<file path="config.mk">
export PLATFORM = sky130hd
export DESIGN_NAME = crossbar_master_port
export DESIGN_NICKNAME = d
export VERILOG_FILES = /design/src/rtl/crossbar_master_port.sv
export SDC_FILE = /design/constraint.sdc
export NUM_CORES = 1
export LEC_CHECK = 0
export CELL_PAD_IN_SITES_DETAIL_PLACEMENT = 1
export CELL_PAD_IN_SITES_GLOBAL_PLACEMENT = 2
export CORE_MARGIN = 2
export CORE_UTILIZATION = 40
export CTS_CLUSTER_DIAMETER = 40
export CTS_CLUSTER_SIZE = 30
export DETAILED_ROUTE_END_ITERATION = 8
export GPL_TIMING_DRIVEN = 0
export PLACE_DENSITY_LB_ADDON = 0.12
export SKIP_LAST_GASP = 1
export SYNTH_ARGS = -nofsm -noshare
export SYNTH_HDL_FRONTEND = slang
export SYNTH_SLANG_ARGS = --single-unit
</file>
<file path="constraint.sdc">
create_clock -name clk -period 2.91 [get_ports clk]
set_input_delay 0.291 -clock clk [delete_from_list [all_inputs] [get_ports clk]]
set_output_delay 0.291 -clock clk [all_outputs]
set_load 0.01 [all_outputs]
</file>
<file path="src/rtl/crossbar_master_port.sv">
// Initiator port of the 4-way crossbar: FIFO-buffered writes, burst transfer under arbiter req/gnt.
// Optional grant-wait timeout in REQ is enabled by defining CROSSBAR_GNT_TIMEOUT_EN.
module crossbar_master_port #(
  parameter int DW      = 8,
  parameter int DEPTH   = 8,
  parameter int TIMEOUT = 16
) (
  input  logic                       clk,
  input  logic                       reset,
  input  logic                       wr_valid_i,
  output logic                       wr_ready_o,
  input  logic [DW-1:0]              wr_data_i,
  input  logic                       cmd_valid_i,
  output logic                       cmd_ready_o,
  input  logic [$clog2(DEPTH+1)-1:0] cmd_len_i,
  output logic                       req_o,
  input  logic                       gnt_i,
  output logic                       bus_valid_o,
  output logic [DW-1:0]              bus_data_o,
  output logic                       bus_last_o,
  output logic                       busy_o,
  output logic                       err_o,
  output logic [$clog2(DEPTH+1)-1:0] fifo_count_o,
  output logic [1:0]                 state_o
);
  localparam int CW = $clog2(DEPTH + 1);
  localparam int AW = $clog2(DEPTH);

  if (DEPTH < 2 || (DEPTH & (DEPTH - 1)) != 0 || TIMEOUT < 1) begin : g_param_check
    $error("crossbar_master_port: DEPTH must be a power of two >= 2 and TIMEOUT >= 1");
  end

  typedef enum logic [1:0] {S_IDLE, S_REQ, S_XFER, S_REL} state_e;

  state_e            state_q, state_d;
  logic              req_q, req_d;
  logic              bus_valid_q, bus_valid_d;
  logic              bus_last_q, bus_last_d;
  logic [DW-1:0]     bus_data_q, bus_data_d;
  logic              err_q, err_d;
  logic [CW-1:0]     beats_q, beats_d;
  logic [CW-1:0]     count_q, count_d;
  logic [AW-1:0]     rd_ptr_q, wr_ptr_q;
  logic [DW-1:0]     mem_q [DEPTH];

  logic push, pop, load, abort, cmd_fire, cmd_bad, timeout_hit;

  // Handshakes: a write or command transfers on the edge where its valid and ready are both high;
  // ready never depends on the matching valid.
  assign wr_ready_o  = count_q < CW'(DEPTH);
  assign cmd_ready_o = (state_q == S_IDLE);
  assign push        = wr_valid_i && wr_ready_o;
  assign cmd_fire    = cmd_valid_i && cmd_ready_o;
  assign cmd_bad     = (cmd_len_i == '0) || (cmd_len_i > count_q);

  // A beat is loaded on the grant edge and on every granted XFER edge until the last beat is out.
  assign load  = (state_q == S_REQ && gnt_i) || (state_q == S_XFER && gnt_i && !bus_last_q);
  assign abort = (state_q == S_XFER) && !gnt_i && !bus_last_q;
  assign pop   = load;

`ifdef CROSSBAR_GNT_TIMEOUT_EN
  localparam int TW = $clog2(TIMEOUT + 1);
  logic [TW-1:0] tmo_q, tmo_d;
  assign timeout_hit = (state_q == S_REQ) && !gnt_i && (tmo_q == TW'(TIMEOUT - 1));
  assign tmo_d       = (state_q == S_REQ && !gnt_i) ? tmo_q + TW'(1) : '0;
  always_ff @(posedge clk) begin
    if (reset) tmo_q <= '0;
    else       tmo_q <= tmo_d;
  end
`else
  assign timeout_hit = 1'b0;
`endif

  always_ff @(posedge clk) begin
    if (reset) begin
      state_q     <= S_IDLE;
      req_q       <= 1'b0;
      bus_valid_q <= 1'b0;
      bus_last_q  <= 1'b0;
      bus_data_q  <= '0;
      err_q       <= 1'b0;
      beats_q     <= '0;
      count_q     <= '0;
      rd_ptr_q    <= '0;
      wr_ptr_q    <= '0;
    end else begin
      state_q     <= state_d;
      req_q       <= req_d;
      bus_valid_q <= bus_valid_d;
      bus_last_q  <= bus_last_d;
      bus_data_q  <= bus_data_d;
      err_q       <= err_d;
      beats_q     <= beats_d;
      count_q     <= count_d;
      if (pop)  rd_ptr_q <= rd_ptr_q + AW'(1);
      if (push) wr_ptr_q <= wr_ptr_q + AW'(1);
    end
  end

  always_ff @(posedge clk) begin
    if (push) mem_q[wr_ptr_q] <= wr_data_i;
  end

  always_comb begin
    state_d = state_q;
    unique case (state_q)
      S_IDLE:  if (cmd_fire && !cmd_bad) state_d = S_REQ;
      S_REQ:   if (gnt_i) state_d = S_XFER;
               else if (timeout_hit) state_d = S_REL;
      S_XFER:  if (bus_last_q || !gnt_i) state_d = S_REL;
      S_REL:   if (!gnt_i) state_d = S_IDLE;
      default: state_d = S_IDLE;
    endcase
  end

  always_comb begin
    req_d       = (state_d == S_REQ) || (state_d == S_XFER);
    bus_valid_d = load;
    bus_last_d  = load && (beats_q == CW'(1));
    bus_data_d  = load ? mem_q[rd_ptr_q] : bus_data_q;
    err_d       = (cmd_fire && cmd_bad) || abort || timeout_hit;
    beats_d     = beats_q;
    if (cmd_fire && !cmd_bad) beats_d = cmd_len_i;
    else if (load)            beats_d = beats_q - CW'(1);
    count_d = count_q;
    unique case ({push, pop})
      2'b10:   count_d = count_q + CW'(1);
      2'b01:   count_d = count_q - CW'(1);
      default: count_d = count_q;
    endcase
  end

  assign req_o        = req_q;
  assign bus_valid_o  = bus_valid_q;
  assign bus_last_o   = bus_last_q;
  assign bus_data_o   = bus_data_q;
  assign err_o        = err_q;
  assign busy_o       = (state_q != S_IDLE);
  assign fifo_count_o = count_q;
  assign state_o      = state_q;
endmodule

</file>
==> flow_metrics.env, run 1 <==
export IMPL_outcome="finished, final reports clean"
export IMPL_routed_top_layer="met4"
export IMPL_numCtsBuffers=9
export IMPL_slowest_delay_ns=0.48
export IMPL_cap_violations=0
export IMPL_vias=2249
export IMPL_ir_drop_uv=245
export IMPL_period_minus_slack_ns=2.64
export IMPL_fin_ws_ns=0.267
export IMPL_regArea_mm2=0.00248
export IMPL_fin_crit_sh_pct=90.8
export IMPL_clock_fmax_mhz=378
export IMPL_yosys_warnings=0
export IMPL_synth_flop_cell="edfxtp_1"
export IMPL_worst_setup_path_end_kind="flop"
export IMPL_yosysUniqueCellTypes=43
export IMPL_post_place_ws_ns=0.0517
export IMPL_worstPathMaxFanout=11
export IMPL_postSynth_asyncResetShare_pct=0
export IMPL_gr_total_overflow=0
export IMPL_syn_area_per_cell_um2=14.9
export IMPL_hold_depth=2
export IMPL_synth_seq_cells=92
export IMPL_ios=38
export IMPL_finalWeightedCongestion=0.708
export IMPL_rr_worst_depth=11
export IMPL_clk_pin_slew_ns=0.10
export IMPL_num_antenna_cells=0
export IMPL_synth_area_mm2=0.00386
export IMPL_crit_chain="nor3b_2, o21ai_2, inv_4, buf_2, ha_1, xor2_1, ha_1, a21oi_1, xor2_1, or3_1, a21oi_1"
export IMPL_max_slew_margin_rel_pct=38.3
export IMPL_multiInputGateArea_mm2=0.00128
export IMPL_slew_viol_final=0
export IMPL_fin_nets=334
export IMPL_cts_tree="done"
export IMPL_postRouteAntennaNets=0
export IMPL_grt_max_degree=18
export IMPL_dr_pass1_iters=4
export IMPL_setup_viol=0
export IMPL_skew_ns=0.00993
export IMPL_worst_pin_slew_ns=0.922
export IMPL_ctsLongestPathBuffers=2
export IMPL_drt_iter0_markers=55
export IMPL_start_kind="flop"
export IMPL_avgRoutedWirePerCell_um=17.7
export IMPL_hold_viol=0
export IMPL_htreeDepth=3
export IMPL_powerDensity_mw_per_mm2=583
export IMPL_fp_dieW_um=102
export IMPL_wl_um=7780
export IMPL_antenna_found_initial=0
export IMPL_root_buffer="clkbuf_8"
export IMPL_met1_length_um=3710
export IMPL_clock_latency_ns=0.37
export IMPL_drive_gt1_share_pct=16.1
export IMPL_cts_setup_buffers=0
export IMPL_wl_met2_um=3680
export IMPL_setup_tns_ns=0
export IMPL_hp_class="input port to flop"
export IMPL_coreArea_mm2=0.00928
export IMPL_grt_usage_pct=16.4
export IMPL_port_buffers=36
export IMPL_critical_path_class="flop to flop"
export IMPL_grt_pass1_vias=2200
export IMPL_area_growth_pct=18.6
export IMPL_wl_met3_um=268
export IMPL_cts_sinks=92
export IMPL_die_h_um=102
export IMPL_fillCellCount=944
export IMPL_dieArea_mm2=0.0104
export IMPL_rsz0062_at_grt="false"
export IMPL_rows=35
export IMPL_synth_edf_count=64
export IMPL_grt_first_pass_wirelength_um=12300
export IMPL_arrival_ns=2.94
export IMPL_cts_resized=0
export IMPL_synth_seq_area_share_pct=64.4
export IMPL_reg2reg_slack_ns=0.27
export IMPL_hpwlAfterDp_um=5460
export IMPL_initial_core_util_pct=41.5
export IMPL_hold_buffers=0
export IMPL_crit_slowest_cell="dfxtp_1"
export IMPL_leakagePower_nw=1.48
export IMPL_worstPathRequired_ns=3.21
export IMPL_synth_cells=259
export IMPL_drc=0
export IMPL_routed_via_density=5.11
export IMPL_syn_nets=287
[final timing paths]
path / start / end
worst max-delay path: state_o[1] / fifo_count_o[2]
worst min register to register: beats_q[3] / bus_last_o
worst max register to register: state_o[1] / fifo_count_o[2]
worst min-delay path: reset / beats_q[2]
[registers in the layout, summed over array words and instances, names as in the netlist]
register      flops
beats_q           4
bus_data_o        8
bus_last_o        1
bus_valid_o       1
err_o             1
fifo_count_o      4
mem_q            64
rd_ptr_q          3
req_o             1
state_o           2
wr_ptr_q          3
[cell usage after synthesis, types with 3 or more instances]
library cell,count,area share [%]
nand2_1,9,0.88
nor2b_1,4,0.65
nand2b_1,5,0.81
mux4_2,16,9.3
a211oi_1,9,1.8
edfxtp_1,64,50
dfxtp_1,28,15
nor3_1,3,0.39
nor4_1,3,0.49
xnor2_1,5,1.1
xor2_1,6,1.4
nor2_1,26,2.5
o21ai_0,3,0.39
clkbuf_1,4,0.39
inv_1,8,0.78
mux2i_1,11,2.9
ha_1,11,3.6
a21oi_1,11,1.4
[routing by layer]
layer | GRT usage, % | vias to the layer above
met3 | 3.69 | 11
li1 | - | 1069
met4 | 6.15 | 0
met1 | 22.3 | 1129
met2 | 25.8 | 40
met5 | 0 | -
[stage by stage]
step | util [%] | total power, mW | instances | cell area, um2 | hold slack [ns]
2_1_floorplan | - | 1.74 | 259 | 3860 | 0.390
3_3_place_gp | 47.2 | 1.87 | 424 | 4380 | 0.441
3_5_place_dp | 47.2 | 1.89 | 424 | 4380 | 0.456
4_1_cts | 49.2 | 2.69 | 440 | 4570 | 0.374
5_1_grt | 49.2 | 2.79 | 440 | 4570 | 0.372
6_report | 49.2 | 2.66 | 440 | 4570 | 0.353
[cells by family (layout without fill, tap and decap cells)]
family | count (synthesis) | count (layout) | synth area share, %
AOI/OAI and AO/OA | 33 | 33 | 6.13
xor gates and xnor gates | 11 | 11 | 2.50
adders and majority gates | 11 | 11 | 3.57
buffers and inverters | 21 | 73 | 2.73
DFF | 92 | 92 | 64.4
muxes | 27 | 27 | 12.2
and+or+nand+nor | 64 | 64 | 8.50
[worst max-delay path: cells and delay by family, from the launching register on]
family | cells | cell delay (ns)
simple gates | 2 | 0.58
flops | 1 | 0.48
compound gates | 3 | 0.32
buf+inv | 2 | 0.38
xor+xnor | 2 | 0.32
fa+ha+maj | 2 | 0.48
[layout by cell type, fill, tap and decap left out, types with 2 or more instances in the layout]
cell             count
edfxtp_1            64
clkdlybuf4s50_1     36
dfxtp_1             28
nor2_1              26
mux4_2              16
a21oi_1             11
mux2i_1             11
ha_1                11
nand2_1              9
a211oi_1             9
clkbuf_8             9
inv_1                8
xor2_1               6
nand2b_1             5
xnor2_1              5
nor2b_1              4
clkbuf_1             4
o21ai_0              3
nor4_1               3
buf_2                2
clkbuf_2             2
nor3_2               2
nor3b_1              2
or4_1                2
nand3_1              2
a211oi_2             2
buf_4                2
or2b_1               2
inv_8                2
clkinv_4             2
[area by class of cell]
| class | count | share of cell area (%) |
|---|---|---|
| repair buffers | 36 | 7.88 |
| plain buffers | 12 | 1.51 |
| well taps | 129 | 3.53 |
| multi-input cells | 146 | 28.0 |
| clock buffers | 9 | 2.71 |
| flip-flops and latches | 92 | 54.3 |
| inverters | 9 | 0.794 |
| clock inverters | 7 | 1.31 |
[where the power goes]
part | leakage, nW | total, mW | internal (mW) | switching (mW)
logic | 0.582 | 0.357 | 0.178 | 0.179
registers | 0.810 | 1.49 | 1.46 | 0.0374
clock network | 0.0913 | 0.814 | 0.326 | 0.488
Note: power is estimated with default switching activity, not from simulation.
==> run 2, diff against run 1 <==
--- a/config.mk
+++ b/config.mk
@@ -15,6 +15,7 @@
 export GPL_TIMING_DRIVEN = 0
 export PLACE_DENSITY_LB_ADDON = 0.12
 export SKIP_LAST_GASP = 1
+export SLEW_MARGIN = 20
 export SYNTH_ARGS = -nofsm -noshare
 export SYNTH_HDL_FRONTEND = slang
 export SYNTH_SLANG_ARGS = --single-unit
==> run 2 against run 1 <==
Critical path depth unchanged; die area is the same; hold slack worse by 0.012 ns; global-route usage up 0.27 points; sequential power about the same; core utilization up 0.16 points; sequential share of layout area fell by 0.18 points; final area increased by 0.33%; first-iteration DRC count grew 75%; critical path type unchanged; final cell count increased by 0.23%; via count down 1.1%; combinational power is essentially flat.
==> flow_metrics.env, run 2 (synthesis gave the netlist of run 1 again) <==
export IMPL_avgRoutedWirePerCell_um=17.8
export IMPL_fillCellCount=946
export IMPL_start_kind="flop"
export IMPL_crit_slowest_cell="dfxtp_1"
export IMPL_grt_first_pass_wirelength_um=12500
export IMPL_clock_fmax_mhz=378
export IMPL_cts_tree="done"
export IMPL_arrival_ns=2.94
export IMPL_outcome="finished, final reports clean"
export IMPL_hold_buffers=0
export IMPL_period_minus_slack_ns=2.64
export IMPL_routed_via_density=5.04
export IMPL_num_antenna_cells=0
export IMPL_drc=0
export IMPL_cap_violations=0
export IMPL_largest_reg_flops=64
export IMPL_crit_chain="nor2b_1, o21ai_2, inv_4, buf_2, ha_1, xor2_1, ha_1, a21oi_1, xor2_1, or3_1, a21oi_1"
export IMPL_critical_path_class="flop to flop"
export IMPL_slew_viol_final=0
export IMPL_drive_gt1_share_pct=16.7
export IMPL_worst_path_buf_inv=2
export IMPL_slowest_delay_ns=0.48
export IMPL_crit_family="compound AO/OA/AOI/OAI gates"
export IMPL_drt_iter0_markers=96
export IMPL_worstPathMaxFanout=11
export IMPL_grt_usage_pct=16.6
export IMPL_worstPathRequired_ns=3.21
export IMPL_rsz0062_at_grt="false"
export IMPL_root_buffer="clkbuf_8"
export IMPL_fin_nets=335
export IMPL_clock_latency_ns=0.38
export IMPL_clk_pin_slew_ns=0.11
export IMPL_fp_dieW_um=102
export IMPL_gr_total_overflow=0
export IMPL_area_growth_pct=18.9
export IMPL_initial_core_util_pct=41.5
export IMPL_wl_um=7850
export IMPL_finalWeightedCongestion=0.708
export IMPL_coreArea_mm2=0.00928
export IMPL_layout_common_cells="64 x edfxtp_1, 36 x clkdlybuf4s50_1, 28 x dfxtp_1"
export IMPL_finalInstanceArea_mm2=0.00459
export IMPL_ir_drop_uv=310
export IMPL_grt_max_degree=19
export IMPL_fin_ws_ns=0.265
export IMPL_worst_setup_path_end_kind="flop"
export IMPL_grt_pass1_vias=2257
export IMPL_antenna_found_initial=0
export IMPL_numCtsBuffers=9
export IMPL_ios=38
export IMPL_skew_ns=0.0189
export IMPL_setup_tns_ns=0
export IMPL_post_dp_cell_area_mm2=0.00440
export IMPL_leakagePower_nw=1.50
export IMPL_largest_register="mem_q"
export IMPL_dieArea_mm2=0.0104
export IMPL_hold_viol=0
export IMPL_cts_setup_buffers=0
export IMPL_hp_class="input port to flop"
export IMPL_post_place_ws_ns=0.119
export IMPL_cts_sinks=92
export IMPL_postRouteAntennaNets=0
export IMPL_die_h_um=102
export IMPL_layout_commonest_cell="edfxtp_1"
export IMPL_port_buffers=36
export IMPL_worst_pin_slew_ns=0.926
export IMPL_setup_viol=0
export IMPL_finalPower_mw=2.70
export IMPL_dr_pass1_iters=4
export IMPL_cts_resized=0
export IMPL_rows=35
export IMPL_powerDensity_mw_per_mm2=589
export IMPL_max_slew_margin_rel_pct=38.0
export IMPL_htreeDepth=3
export IMPL_fin_crit_sh_pct=90.9
export IMPL_vias=2224
export IMPL_hpwlAfterDp_um=5490
export IMPL_ctsLongestPathBuffers=2
[run 2: power breakdown]
part,switching (mW),leakage [nW],internal (mW)
sequential,0.0374,0.810,1.46
clock,0.515,0.0993,0.333
combinational,0.179,0.587,0.180
total,0.731,1.50,1.97
[run 2: path summary, 6_finish.rpt]
| check | from | endpoint | slack [ns] | cells past startpoint |
|---|---|---|---|---|
| max | state_o[1] | fifo_count_o[2] | 0.27 | 11 |
| min | reset | beats_q[2] | 0.34 | 2 |
| max reg2reg | state_o[1] | fifo_count_o[2] | 0.27 | 11 |
| min reg2reg | beats_q[3] | bus_last_o | 0.47 | 1 |
[run 2: cell type report]
cell class	instances	area, um2	share of cell area (%)
Clock buffer	9	124	2.70
Clock inverter	7	67.6	1.47
Buffer	12	68.8	1.50
Timing Repair Buffer	37	368	8.02
Sequential cell	92	2480	54.1
Multi-Input combinational cell	146	1280	27.9
Inverter	9	36.3	0.791
Tap cell	129	161	3.52
[run 2: metal layers]
metal | track usage (%) | vias to the layer above | share of wire [%]
li1 | - | 1067 | -
met1 | 23.0 | 1110 | 48
met2 | 26.0 | 40 | 47
met3 | 3.49 | 7 | 3.0
met4 | 6.46 | 0 | 1.5
met5 | 0 | - | 0
[run 2: through the flow]
stage / hold WS (ns) / std cells / utilization (%)
floorplan: 0.390 / 259 / -
global placement: 0.441 / 424 / 47.2
detailed placement: 0.456 / 425 / 47.3
CTS: 0.361 / 441 / 49.4
global route: 0.379 / 441 / 49.4
finish: 0.342 / 441 / 49.4
[run 2: worst register-to-register path, cell delays in order, from the launching register on]
cell and delay, ns:
dfxtp_1 0.48, nor2b_1 0.11, o21ai_2 0.33, inv_4 0.10, buf_2 0.22, ha_1 0.30
xor2_1 0.17, ha_1 0.18, a21oi_1 0.14, xor2_1 0.09, or3_1 0.31, a21oi_1 0.14
